`src/rtl/mram_pm_pkg.sv`:
```
// Shared types and constants for the MRAM power manager and its watchdog.
package mram_pm_pkg;

    typedef enum logic [2:0] {
        PM_OFF      = 3'd0,
        PM_WAKING   = 3'd1,
        PM_ON       = 3'd2,
        PM_SLEEPING = 3'd3,
        PM_ERROR    = 3'd4
    } pm_state_t;

    localparam int PM_TIMEOUT_W       = 8;
    localparam int PM_TIMEOUT_CYC_DEF = 64;

endpackage

```
`src/rtl/pm_watchdog.sv`:
```
// Sequence watchdog: clearable, enabled counter with a terminal-count flag at LIMIT-1.
module pm_watchdog
    import mram_pm_pkg::*;
#(
    parameter int LIMIT = PM_TIMEOUT_CYC_DEF
) (
    input  logic                    clk,
    input  logic                    rst,
    input  logic                    clr,
    input  logic                    en,
    output logic [PM_TIMEOUT_W-1:0] count,
    output logic                    tc
);

    logic [PM_TIMEOUT_W-1:0] count_next;

    // Saturates so a stalled enable can never wrap back into the blanking window.
    always_comb begin
        count_next = count;
        if (clr) begin
            count_next = '0;
        end else if (en && (count != '1)) begin
            count_next = count + 1'b1;
        end
    end

    reg_arstn #(.W(PM_TIMEOUT_W)) u_count_reg (
        .clk (clk),
        .rst (rst),
        .d   (count_next),
        .q   (count)
    );

    assign tc = (count == PM_TIMEOUT_W'(LIMIT - 1));

endmodule

```
`src/rtl/reg_arstn.sv`:
```
// Plain D flop bank with asynchronous active-low clear to zero.
module reg_arstn #(
    parameter int W = 1
) (
    input  logic         clk,
    input  logic         rst,
    input  logic [W-1:0] d,
    output logic [W-1:0] q
);

    always_ff @(posedge clk or negedge rst) begin
        if (!rst) begin
            q <= '0;
        end else begin
            q <= d;
        end
    end

endmodule

```
`src/rtl/mram_power_manager.sv`:
```
// MRAM power manager: turns wake/sleep requests, bus demand and idle time into the
// power level for the power-gate sequencer, with a done-handshake watchdog.
module mram_power_manager
    import mram_pm_pkg::*;
#(
    parameter int IDLE_CNT_W  = 16,
    parameter int TIMEOUT_CYC = PM_TIMEOUT_CYC_DEF
) (
    input  logic                  clk,
    input  logic                  rst,
    input  logic                  wake_req_i,
    input  logic                  sleep_req_i,
    input  logic                  auto_sleep_en_i,
    input  logic [IDLE_CNT_W-1:0] idle_limit_i,
    input  logic                  err_clr_i,
    input  logic                  mem_req_i,
    output logic                  mem_gnt_o,
    input  logic                  pg_done_i,
    output logic                  power_o,
    output logic                  powered_o,
    output logic                  busy_o,
    output logic                  err_o,
    output logic                  irq_o
);

    logic [2:0]              state_reg;
    pm_state_t               state;
    pm_state_t               state_next;
    logic                    pend_wake_reg, pend_wake_next;
    logic                    pend_sleep_reg, pend_sleep_next;
    logic [IDLE_CNT_W-1:0]   idle_reg, idle_next;
    logic [4:0]              out_reg, out_next;
    logic [PM_TIMEOUT_W-1:0] wd_count;
    logic                    wd_tc;
    logic                    seq_active;
    logic                    done_qual;
    logic                    sleep_cond;

    assign state      = pm_state_t'(state_reg);
    assign seq_active = (state == PM_WAKING) || (state == PM_SLEEPING);
    // The first sequence cycle (count still 0) blanks a stale done from the previous sequence.
    assign done_qual  = pg_done_i && (wd_count != '0);
    assign sleep_cond = sleep_req_i || pend_sleep_reg ||
                        (auto_sleep_en_i && (idle_limit_i != '0) &&
                         (idle_reg >= (idle_limit_i - IDLE_CNT_W'(1))));

    pm_watchdog #(.LIMIT(TIMEOUT_CYC)) u_watchdog (
        .clk   (clk),
        .rst   (rst),
        .clr   (!seq_active),
        .en    (seq_active),
        .count (wd_count),
        .tc    (wd_tc)
    );

    always_comb begin
        state_next      = state;
        pend_wake_next  = pend_wake_reg;
        pend_sleep_next = pend_sleep_reg;
        idle_next       = '0;
        case (state)
            PM_OFF: begin
                if (wake_req_i || mem_req_i || pend_wake_reg) begin
                    state_next     = PM_WAKING;
                    pend_wake_next = 1'b0;
                    if (wake_req_i && sleep_req_i) begin
                        pend_sleep_next = 1'b1;
                    end
                end
            end
            PM_WAKING: begin
                if (sleep_req_i) begin
                    pend_sleep_next = 1'b1;
                end
                if (done_qual) begin
                    state_next = PM_ON;
                end else if (wd_tc) begin
                    state_next = PM_ERROR;
                end
            end
            PM_ON: begin
                if (mem_req_i) begin
                    idle_next = '0;
                end else if (idle_reg != '1) begin
                    idle_next = idle_reg + 1'b1;
                end else begin
                    idle_next = idle_reg;
                end
                // An in-flight access defers the power-down until the bus goes quiet.
                if (sleep_cond) begin
                    if (mem_req_i) begin
                        pend_sleep_next = 1'b1;
                    end else begin
                        state_next      = PM_SLEEPING;
                        pend_sleep_next = 1'b0;
                    end
                end
            end
            PM_SLEEPING: begin
                if (wake_req_i || mem_req_i) begin
                    pend_wake_next = 1'b1;
                end
                if (done_qual) begin
                    state_next = PM_OFF;
                end else if (wd_tc) begin
                    state_next = PM_ERROR;
                end
            end
            PM_ERROR: begin
                pend_wake_next  = 1'b0;
                pend_sleep_next = 1'b0;
                if (err_clr_i) begin
                    state_next = PM_OFF;
                end
            end
            default: begin
                state_next      = PM_OFF;
                pend_wake_next  = 1'b0;
                pend_sleep_next = 1'b0;
            end
        endcase
    end

    // Output bits: {power, powered, busy, err, irq}, all decoded from the state being entered.
    always_comb begin
        out_next    = '0;
        out_next[4] = (state_next == PM_WAKING) || (state_next == PM_ON);
        out_next[3] = (state_next == PM_ON);
        out_next[2] = (state_next == PM_WAKING) || (state_next == PM_SLEEPING);
        out_next[1] = (state_next == PM_ERROR);
        out_next[0] = (state_next != state) &&
                      ((state_next == PM_ON) || (state_next == PM_ERROR) ||
                       ((state_next == PM_OFF) && (state == PM_SLEEPING)));
    end

    reg_arstn #(.W(3)) u_state_reg (
        .clk (clk),
        .rst (rst),
        .d   (state_next),
        .q   (state_reg)
    );

    reg_arstn #(.W(2)) u_pend_reg (
        .clk (clk),
        .rst (rst),
        .d   ({pend_wake_next, pend_sleep_next}),
        .q   ({pend_wake_reg, pend_sleep_reg})
    );

    reg_arstn #(.W(IDLE_CNT_W)) u_idle_reg (
        .clk (clk),
        .rst (rst),
        .d   (idle_next),
        .q   (idle_reg)
    );

    reg_arstn #(.W(5)) u_out_reg (
        .clk (clk),
        .rst (rst),
        .d   (out_next),
        .q   (out_reg)
    );

    assign power_o   = out_reg[4];
    assign powered_o = out_reg[3];
    assign busy_o    = out_reg[2];
    assign err_o     = out_reg[1];
    assign irq_o     = out_reg[0];
    assign mem_gnt_o = mem_req_i && (state == PM_ON);

endmodule
```
`config.mk`:
```
export PLATFORM = sky130hd
export DESIGN_NAME = mram_power_manager
export DESIGN_NICKNAME = d
export VERILOG_FILES = /design/src/rtl/mram_pm_pkg.sv /design/src/rtl/pm_watchdog.sv /design/src/rtl/reg_arstn.sv /design/src/rtl/mram_power_manager.sv
export SDC_FILE = /design/constraint.sdc
export NUM_CORES = 1
export LEC_CHECK = 0
export CAP_MARGIN = 20
export CORE_ASPECT_RATIO = 1.5
export CORE_MARGIN = 2
export CORE_UTILIZATION = 50
export CTS_BUF_LIST = sky130_fd_sc_hd__clkbuf_16
export CTS_CLUSTER_SIZE = 12
export DETAILED_ROUTE_END_ITERATION = 10
export HOLD_SLACK_MARGIN = 0.12
export PLACE_DENSITY = 0.85
export REMOVE_ABC_BUFFERS = 1
export SLEW_MARGIN = 30
export SYNTH_ARGS = -nofsm -noshare
export SYNTH_HDL_FRONTEND = slang
export SYNTH_SLANG_ARGS = --single-unit
export TNS_END_PERCENT = 30
```
`constraint.sdc`:
```
create_clock -name clk -period 2.4 [get_ports clk]
set_input_delay 0.6 -clock clk [delete_from_list [all_inputs] [get_ports clk]]
set_output_delay 0.6 -clock clk [all_outputs]
set_load 0.01 [all_outputs]
```
Word level (Yosys, flattened, before mapping)

Index checks and enable logic that the tools add are counted.

Register bits: 34
Word-level logic and storage cells: 77
Bits of input ports: 24
Output and inout bits: 6

Add/sub/neg operators: 3
Magnitude comparators: 1
Reduce and logical (&&, ||, !) cells: 24
Muxes and demuxes: 22
Bitwise gates (word level): 2
Equality and inequality tests: 19

Operators with widths:

| operator                | count |
|---|---|
| $mux W16                | 3 |
| $mux W3                 | 7 |
| $add A16 B1 Y16 const B | 1 |
| $ge A16 B16 Y1          | 1 |
| $mux W8                 | 2 |
| $ne A16 B16 Y1 const B  | 1 |
| $reduce_bool A16 Y1     | 1 |
| $sub A16 B1 Y16 const B | 1 |
| $pmux W3 S5             | 1 |
| $eq A3 B2 Y1 const B    | 4 |
| $ne A2 B2 Y1 const B    | 5 |
| $logic_or A1 B1 Y1      | 9 |
| $add A8 B1 Y8 const B   | 1 |
| $eq A8 B6 Y1 const B    | 1 |
| $logic_and A1 B1 Y1     | 8 |
| $ne A8 B8 Y1 const B    | 1 |
| $reduce_bool A8 Y1      | 1 |
| $mux W1                 | 7 |
| $eq A3 B1 Y1 const B    | 2 |
| $eq A3 B3 Y1 const B    | 2 |
| $logic_not A3 Y1        | 2 |
| $reduce_and A5 Y1       | 1 |
| $pmux W1 S4             | 1 |
| $ne A3 B3 Y1            | 1 |
| other kinds (6)         | 7 |

Logic depth before layout (Yosys ltp)

Gate-level depths: netlist of run 1.

Word-level depth: 10
Depth in mapped cells: 14
Mapped depth without buffers: 13

Modules after synthesis

A second synthesis of run 1 with hierarchy kept.

Cells, all modules: 273
Area total of the unflattened synthesis: 2491.1 sq um

By module, submodules not included:

| module                             | sequential area each (sq um) | times used | cells an instance | area an instance (sq um) |
|---|---|---|---|---|
| mram_power_manager                 | 0.0                          | 1          | 203               | 1358.8 |
| reg_arstn (u_idle_reg)             | 400.4                        | 1          | 16                | 400.4 |
| pm_watchdog                        | 0.0                          | 1          | 36                | 281.5 |
| reg_arstn (u_watchdog.u_count_reg) | 200.2                        | 1          | 8                 | 200.2 |
| reg_arstn (u_out_reg)              | 125.1                        | 1          | 5                 | 125.1 |
| reg_arstn (u_state_reg)            | 75.1                         | 1          | 3                 | 75.1 |
| reg_arstn (u_pend_reg)             | 50.0                         | 1          | 2                 | 50.0 |

Worst setup path before layout of run 1

Ideal clock, no wire load.

Path kind: input -> register
Start: input idle_limit_i[7]
End: register u_out_reg.q[3]
Arrival: 3.659 ns
Library setup time: 0.119 ns
Path slack: -1.378 ns
Stages on the path: 12
Path buffers: 0
Required time: 2.281 ns
Cell sequence: or4_4 > or3_4 > or2_1 > nor4_1 > xnor2_1 > ha_1 > and4_1 > nand2_1 > or4_1 > a31oi_1 > a221oi_4 > and2_1

Longest elaborated chain between the ends: 7
Elaborated cells between the ends (all ways): 9
Those cells by class: add/sub (1); order compare (1); eq/ne (1); mux (2); reduce/logical (4)

Ends and longest elaborated chain:

| what                                                   | RTL line                                           | RTL |
|---|---|---|
| from (decl)                                            | mram_power_manager.sv:14                           | `input logic [IDLE_CNT_W-1:0] idle_limit_i,` |
| $sub A16 B1 Y16 or $reduce_bool A16 Y1 (tied branches) | mram_power_manager.sv:45, mram_power_manager.sv:44 |  |
| $ge A16 B16 Y1 or $logic_and A1 B1 Y1 (tied branches)  | mram_power_manager.sv:45, mram_power_manager.sv:44 |  |
| $logic_and A1 B1 Y1 *                                  | mram_power_manager.sv:44                           | `(auto_sleep_en_i && (idle_limit_i != '0) &&` |
| $logic_or A1 B1 Y1 *                                   | mram_power_manager.sv:43                           | `assign sleep_cond = sleep_req_i \|\| pend_sleep_reg \|\|` |
| $mux W3 *                                              | mram_power_manager.sv:90                           | `if (sleep_cond) begin` |
| $pmux W3 S5 *                                          | mram_power_manager.sv:61                           | `case (state)` |
| $eq A3 B2 Y1 *                                         | mram_power_manager.sv:128                          | `out_next[3] = (state_next == PM_ON);` |
| named net out_next[3]                                  | mram_power_manager.sv:32                           | `logic [4:0] out_reg, out_next;` |
| to (signal assigned)                                   | reg_arstn.sv:13                                    | `q <= '0;` |
| to (signal assigned)                                   | reg_arstn.sv:15                                    | `q <= d;` |
| to (decl)                                              | reg_arstn.sv:8                                     | `output logic [W-1:0] q` |

Mark *: on every way through the listed nets, which the timed path passes. The rest lies on a longest branch.
A chain may end at the register's enable or synchronous reset.

Worst setup path in the final report of run 1

Start: input idle_limit_i[6]
End: register u_out_reg.q[3]

The elaborated chain is that of the path after synthesis.

==> results of run 1 <==
[per-layer routing]
layer  global-route usage, %  vias up  routed length [um]
met2                    40.3       63                2870
li1                        -     1035                   -
met5                       0        -                   0
met4                    16.3        0                 330
met1                    26.0      999                2160
met3                    2.99       27                 223
[placed cells by master, fill, tap and decap left out, types with 10 or more instances in the layout]
cell and instances:
xor2_1 10, nand2_1 17, a21oi_1 12, clkdlybuf4s50_1 21
dfrtp_1 34, ha_1 20, inv_1 10, o21ai_0 10
nor2_1 30, buf_4 39, xnor2_1 19
[timing repair]
action / CTS / global route
endpoints found under the hold margin: 0 / 0
pin swaps: 16 / 13
endpoints found under the setup margin: 6 / 5
gates resized for setup: 31 / 10
cloned: 0 / 0
buffers inserted: 3 / 2
[final cells by class]
cell class,count,area share [%]
clock buffers,5,3.99
clock inverters,3,0.399
inverters,9,1.08
multi-input cells,197,46.4
flip-flops and latches,34,27.2
well taps,48,1.92
repair buffers,70,19.1
[metrics by stage]
step	std cells	instance area (um2)	utilization [%]	TNS (ps)
finish	366	3130	70.7	-6070
global placement	354	2870	64.8	-8750
CTS	364	3070	69.3	-6260
detailed placement	354	2870	64.8	-9350
global route	366	3130	70.7	-6450
floorplan	240	2240	-	-6310
[cells by family (layout without fill, tap and decap cells)]
logic type / Yosys count / count (layout) / share of synthesized area, %
xor+xnor: 29 / 29 / 11.2
flops: 34 / 34 / 37.6
compound gates: 42 / 42 / 12.2
fa+ha+maj: 20 / 20 / 11.0
simple gates: 103 / 103 / 24.1
mux: 3 / 3 / 1.33
buf+inv: 15 / 87 / 2.49
[sequential cells by signal, indices dropped and copies added (netlist names)]
register / cells
u_pend_reg.q: 2
u_state_reg.q: 3
u_out_reg.q: 5
u_watchdog.u_count_reg.q: 8
u_idle_reg.q: 16
[worst max-delay path by stage]
stage,from,end
after floorplan,idle_limit_i[7],u_out_reg.q[3]$_DFF_PN0_
after global placement,idle_limit_i[7],u_out_reg.q[3]$_DFF_PN0_
after detailed placement,idle_limit_i[7],u_out_reg.q[3]$_DFF_PN0_
after CTS,idle_limit_i[8],u_out_reg.q[4]$_DFF_PN0_
after global routing,idle_limit_i[6],u_out_reg.q[4]$_DFF_PN0_
final,idle_limit_i[6],u_out_reg.q[3]$_DFF_PN0_
[cells in the mapped netlist (all sizes together)]
library cell  number
dfrtp             34
nor2              31
ha                20
xnor2             19
nand2             18
a21oi             13
o21ai             11
xor2              10
inv                9
nor3               8
a31oi              6
clkbuf             6
nand3              6
nand4              6
and4               5
and3               4
nand2b             4
nor4               4
or4                4
mux2i              3
a221oi             2
a311oi             2
and2               2
nor2b              2
o21a               2
or3                2
or4b               2
a2111oi            1
a31o               1
a41oi              1
nand3b             1
nor3b              1
nor4b              1
nor4bb             1
o31a               1
o31ai              1
o41ai              1
or2                1
[power by group]
part,switching (mW),internal (mW),total (mW)
Sequential,0.0766,0.672,0.748
Combinational,0.340,0.353,0.692
Clock,0.225,0.374,0.599
Total,0.642,1.40,2.04
[worst max-delay path: stages]
cell and delay [ps]:
buf_6 90, or4_4 530, or3_4 380, or2_4 260
nor4_4 170, xnor2_1 120, ha_1 350, and4_4 250
nand2_2 60, or4_4 500, a31oi_4 230, a221oi_4 110
and2_1 170
==> implementation parameters, run 1 <==
Parameter                              Value

Setup path
  Type of destination of the critical path    flip-flop
  Endpoint of the worst-slack reg-to-reg timing path    u_out_reg.q[3]$_DFF_PN0_
  Reg-to-reg setup timing slack    130 ps
  FF-to-FF Start    u_idle_reg.q[0]$_DFFE_PN0P_
  Number of cell instances on the worst register-to-register path    9
  Worst-path maximum fanout    4
  Type of element launching the critical path    primary input
  Critical path class    in2reg
  Worst Path Required    2560 ps
  Arrival time at the worst endpoint    3830 ps

Die
  Chip width    59.0 um
  Standard-cell rows    30
  Die ar.    0.00509 mm2
  Core Region    0.00443 mm2
  Initial core utilization    51.1%
  Total I/O pin count    30
  Vertical die dimension    86.4 um

STA
  Unrepaired setup endpoints after global routing    yes
  Final setup vio count    5
  Maximum operating frequency    0.273 GHz
  Pins over their slew limit    0
  Layout Skew    6.05 ps
  Minimum setup slack in the final design    -1270 ps
  Final min period    3670 ps
  Slew margin rel.    63.5%
  Share of the cycle needed by the critical path after routing    153%
  Worst hold slack across all endpoints    535 ps
  Slew at the pin closest to its max-slew limit    540 ps
  Final Hold Viols    0

Power and ir drop
  Pleak    1.37 nW
  Power density normalized to cell area    651 mW/mm2
  Total power of the final layout    2.04 mW
  Maximum resistive drop on vdd    489 uV

Worst hold path
  Number of cells on the worst hold path    1
  Hold-critical path endpoint    u_watchdog.u_count_reg.q[2]$_DFFE_PN0P_
  Hold_sp    u_watchdog.u_count_reg.q[2]$_DFFE_PN0P_
  Type of the most critical hold path    reg2reg

Clocking
  Root Driver    clkbuf_16
  Num CTS Buffers    5
  Clock Sink Count    34
  Quantity of hold-fixing buffers added after cts    0
  Source-to-sink clock delay at the later pin of the worst-skew pair    280 ps
  TritonCTS clock tree    yes
  Clk slew on worst S/H paths    50 ps
  Number of buffers on the longest clock path    2
  H-tree depth    2

Synthesis
  Post-synthesis sequential area ratio    37.6%
  Largest cells by area after synthesis    dfrtp_1 (38%), ha_1 (11%), xnor2_1 (7.3%)
  Number of standard cells after synthesis    246
  Synth warn    0
  Share of Yosys cell area claimed by the top area cell type    37.6%
  Distinct cell type count after synthesis    41
  Cell type with the highest aggregate area in the netlist    dfrtp_1
  Avg Synthesized Cell Area    9.21 um2
  Post-synthesis instance area    0.00226 mm2
  Count of state elements after synthesis    34

Cells and area
  Antenna cell count    0
  Ratio of cells with drive above 1 in the final layout    21.4%
  Register area    851 um2
  Area Growth Syn to Fin    38.3%
  Nets    361
  Total area of multi-input combinational cells    0.00145 mm2
  Filler cell count in the final layout    312

Placed design
  RePlAce Congestion    0.847
  Minimum setup slack after placement    -1950 ps
  Detailed placement HPWL    3.86 mm
  Number of input and output port buffers inserted    29

Route
  DRC violation count after routing    4
  Routed vias    2124
  1st-pass router iterations    7
  Final wirelength    5.58 mm
  Number of nets with antenna violations after detailed routing    0
  Post-DR vias/cell    5.80
  Average routed wire per standard cell    15.2 um
  Drt first-iter violations    123

Global route
  Global router's overall resource usage    23.4%
  Number of antenna violations at the first check in global routing    0
  Wire length of the first global-routing pass    9.17 mm
  GR Overflow Total    0
  Largest net degree at the start of global routing    35
  Vias in the first global route    2173

Status
  Run status    finished with violations
  Violations in the final reports    DRC, setup timing

Run
  Number of maximum-capacitance constraint violations    0
Note: power is estimated with default switching activity, not from simulation.
==> run 2: changes to the inputs <==
Settings changed: CORE_ASPECT_RATIO 1.5 to not set.
==> implementation parameters, run 2 (synthesis gave the netlist of run 1 again) <==
Parameter                              Value

Die
  Core Region    0.00435 mm2
  Vertical die dimension    71.3 um
  Standard-cell rows    24
  Total I/O pin count    30
  Initial core utilization    52.0%
  Chip width    71.3 um
  Die ar.    0.00508 mm2

Placed design
  Detailed placement HPWL    3.58 mm
  RePlAce Congestion    0.871
  Number of input and output port buffers inserted    29

Setup path
  Endpoint of the worst-slack reg-to-reg timing path    u_out_reg.q[4]$_DFF_PN0_
  FF-to-FF Start    u_idle_reg.q[0]$_DFFE_PN0P_
  Critical Path Most Common Cell    or4_4
  Critical path class    in2reg
  Arrival time at the worst endpoint    3610 ps
  Type of element launching the critical path    primary input
  Type of destination of the critical path    flip-flop
  CP max stage delay    530 ps
  Number of cell instances on the worst register-to-register path    8
  Series of cell instances along the critical path    buf_6 -> or4_4 -> or3_4 -> or2_4 -> nor4_4 -> xnor2_1 -> ha_1 -> and4_1 -> nand2_1 -> or4_4 -> a31oi_4 -> a221oi_4 -> and2_1
  Worst-path maximum fanout    4
  Worst Path Required    2570 ps
  Reg-to-reg setup timing slack    190 ps
  Slowest-stage cell, CP    or4_4

Clocking
  H-tree depth    2
  Clock Sink Count    34
  Num CTS Buffers    5
  Number of buffers on the longest clock path    2
  Source-to-sink clock delay at the later pin of the worst-skew pair    280 ps
  Clk slew on worst S/H paths    50 ps
  Quantity of hold-fixing buffers added after cts    0
  TritonCTS clock tree    yes
  Root Driver    clkbuf_16

Power and ir drop
  Maximum resistive drop on vdd    561 uV
  Total power of the final layout    2.00 mW
  Pleak    1.39 nW
  Power density normalized to cell area    636 mW/mm2

STA
  Pins over their slew limit    0
  Unrepaired setup endpoints after global routing    yes
  Minimum setup slack in the final design    -1050 ps
  Layout Skew    3.87 ps
  Slew at the pin closest to its max-slew limit    525 ps
  Share of the cycle needed by the critical path after routing    144%
  Worst hold slack across all endpoints    530 ps
  Maximum operating frequency    0.290 GHz
  Slew margin rel.    64.7%
  Final setup vio count    5
  Final min period    3450 ps
  Final Hold Viols    0

Global route
  GR Overflow Total    0
  Number of antenna violations at the first check in global routing    0
  Largest net degree at the start of global routing    35
  Wire length of the first global-routing pass    9.09 mm
  Vias in the first global route    2131
  Global router's overall resource usage    22.5%

Cells and area
  Total area of multi-input combinational cells    0.00144 mm2
  Number of flip-flops under the largest register name    16
  Register bank with the most flops    u_idle_reg.q
  Filler cell count in the final layout    305
  Top library cells by usage in the layout, fill and taps aside    buf_4 (43), dfrtp_1 (34), nor2_1 (31), ha_1 (20)
  Ratio of cells with drive above 1 in the final layout    21.2%
  Antenna cell count    0
  Register area    851 um2
  Area Growth Syn to Fin    38.6%
  Nets    364
  Largest registers ranked by flip-flop count    u_idle_reg.q (16), u_watchdog.u_count_reg.q (8), u_out_reg.q (5)
  Most common cell after layout, fill and taps aside    buf_4

Run
  Number of maximum-capacitance constraint violations    0

Route
  Highest layer used for signal routing    met4
  Post-DR vias/cell    5.51
  Routed length on met1    2.24 mm
  Number of nets with antenna violations after detailed routing    0
  Met2 Wirelength    2.77 mm
  Routed vias    2055
  Average routed wire per standard cell    14.2 um
  1st-pass router iterations    4
  DRC violation count after routing    0
  Drt first-iter violations    87
  Final wirelength    5.30 mm
  Met3 WL    217 um

Status
  Violations in the final reports    setup timing
  Run status    finished with violations

Worst hold path
  Number of cells on the worst hold path    1
  Hold-critical path endpoint    u_watchdog.u_count_reg.q[4]$_DFFE_PN0P_
  Type of the most critical hold path    reg2reg
  Hold_sp    u_watchdog.u_count_reg.q[4]$_DFFE_PN0P_
## run 2: changes by cell type in the layout (fill, tap and decap cells not counted), moves of 2 or more
cell and change:
buf_4 +4, clkdlybuf4s50_1 -2, clkinv_1 +2, dlymetal6s2s_1 +2
## run 2: repair_timing
item	in CTS	in global routing
pin swaps	14	9
buffers inserted	7	2
gates resized for setup	29	10
endpoints found under the hold margin	0	0
setup endpoints to repair	6	9
## run 2: critical path: cells and delay by family
kind	cells	cell delay, ps
AOI/OAI and AO/OA	2	340
xor gates and xnor gates	1	120
adders and majority gates	1	310
buffers and inverters	1	90
and+or+nand+nor	8	2150
## run 2: metal layers
| metal | global-route usage (%) | vias to the layer above |
|---|---|---|
| met4 | 9.43 | 0 |
| met3 | 4.22 | 8 |
| met5 | 0 | - |
| li1 | - | 1035 |
| met1 | 26.7 | 968 |
| met2 | 39.9 | 44 |
## run 2: how the worst max path moves through the flow
stage | startpoint | end | slack, ps | cells after the start
3_5_place_dp | idle_limit_i[7] | u_out_reg.q[3]$_DFF_PN0_ | -1850 | 14
3_3_place_gp | idle_limit_i[7] | u_out_reg.q[3]$_DFF_PN0_ | -1790 | 14
4_1_cts | idle_limit_i[8] | u_out_reg.q[3]$_DFF_PN0_ | -1220 | 13
6_report | idle_limit_i[8] | u_out_reg.q[3]$_DFF_PN0_ | -1050 | 13
5_1_grt | idle_limit_i[8] | u_out_reg.q[3]$_DFF_PN0_ | -1200 | 13
2_1_floorplan | idle_limit_i[7] | u_out_reg.q[3]$_DFF_PN0_ | -1380 | 12
## run 2: final cells by class
class                   count  area share [%]
clock buffers               5            3.99
clock inverters             3           0.359
inverters                   9            1.08
multi-input cells         197            45.8
flip-flops and latches     34            27.1
well taps                  52            2.07
repair buffers             73            19.6
## run 2: power by group
part	total, mW	leakage [nW]	switching, mW	internal [mW]
sequential	0.771	0.454	0.0993	0.671
clock	0.598	0.0663	0.225	0.373
combinational	0.629	0.866	0.303	0.326
total	2.00	1.39	0.627	1.37
## run 2: per-stage QoR
stage	cell area [um2]	TNS, ps	utilization, %	cells	worst slack, ps
6_report	3140	-5030	72.1	373	-1050
5_1_grt	3140	-5760	72.1	373	-1200
4_1_cts	3080	-5770	70.8	371	-1220
3_5_place_dp	2870	-9880	65.9	357	-1850
3_3_place_gp	2870	-9250	65.9	357	-1790
2_1_floorplan	2240	-6310	-	240	-1380
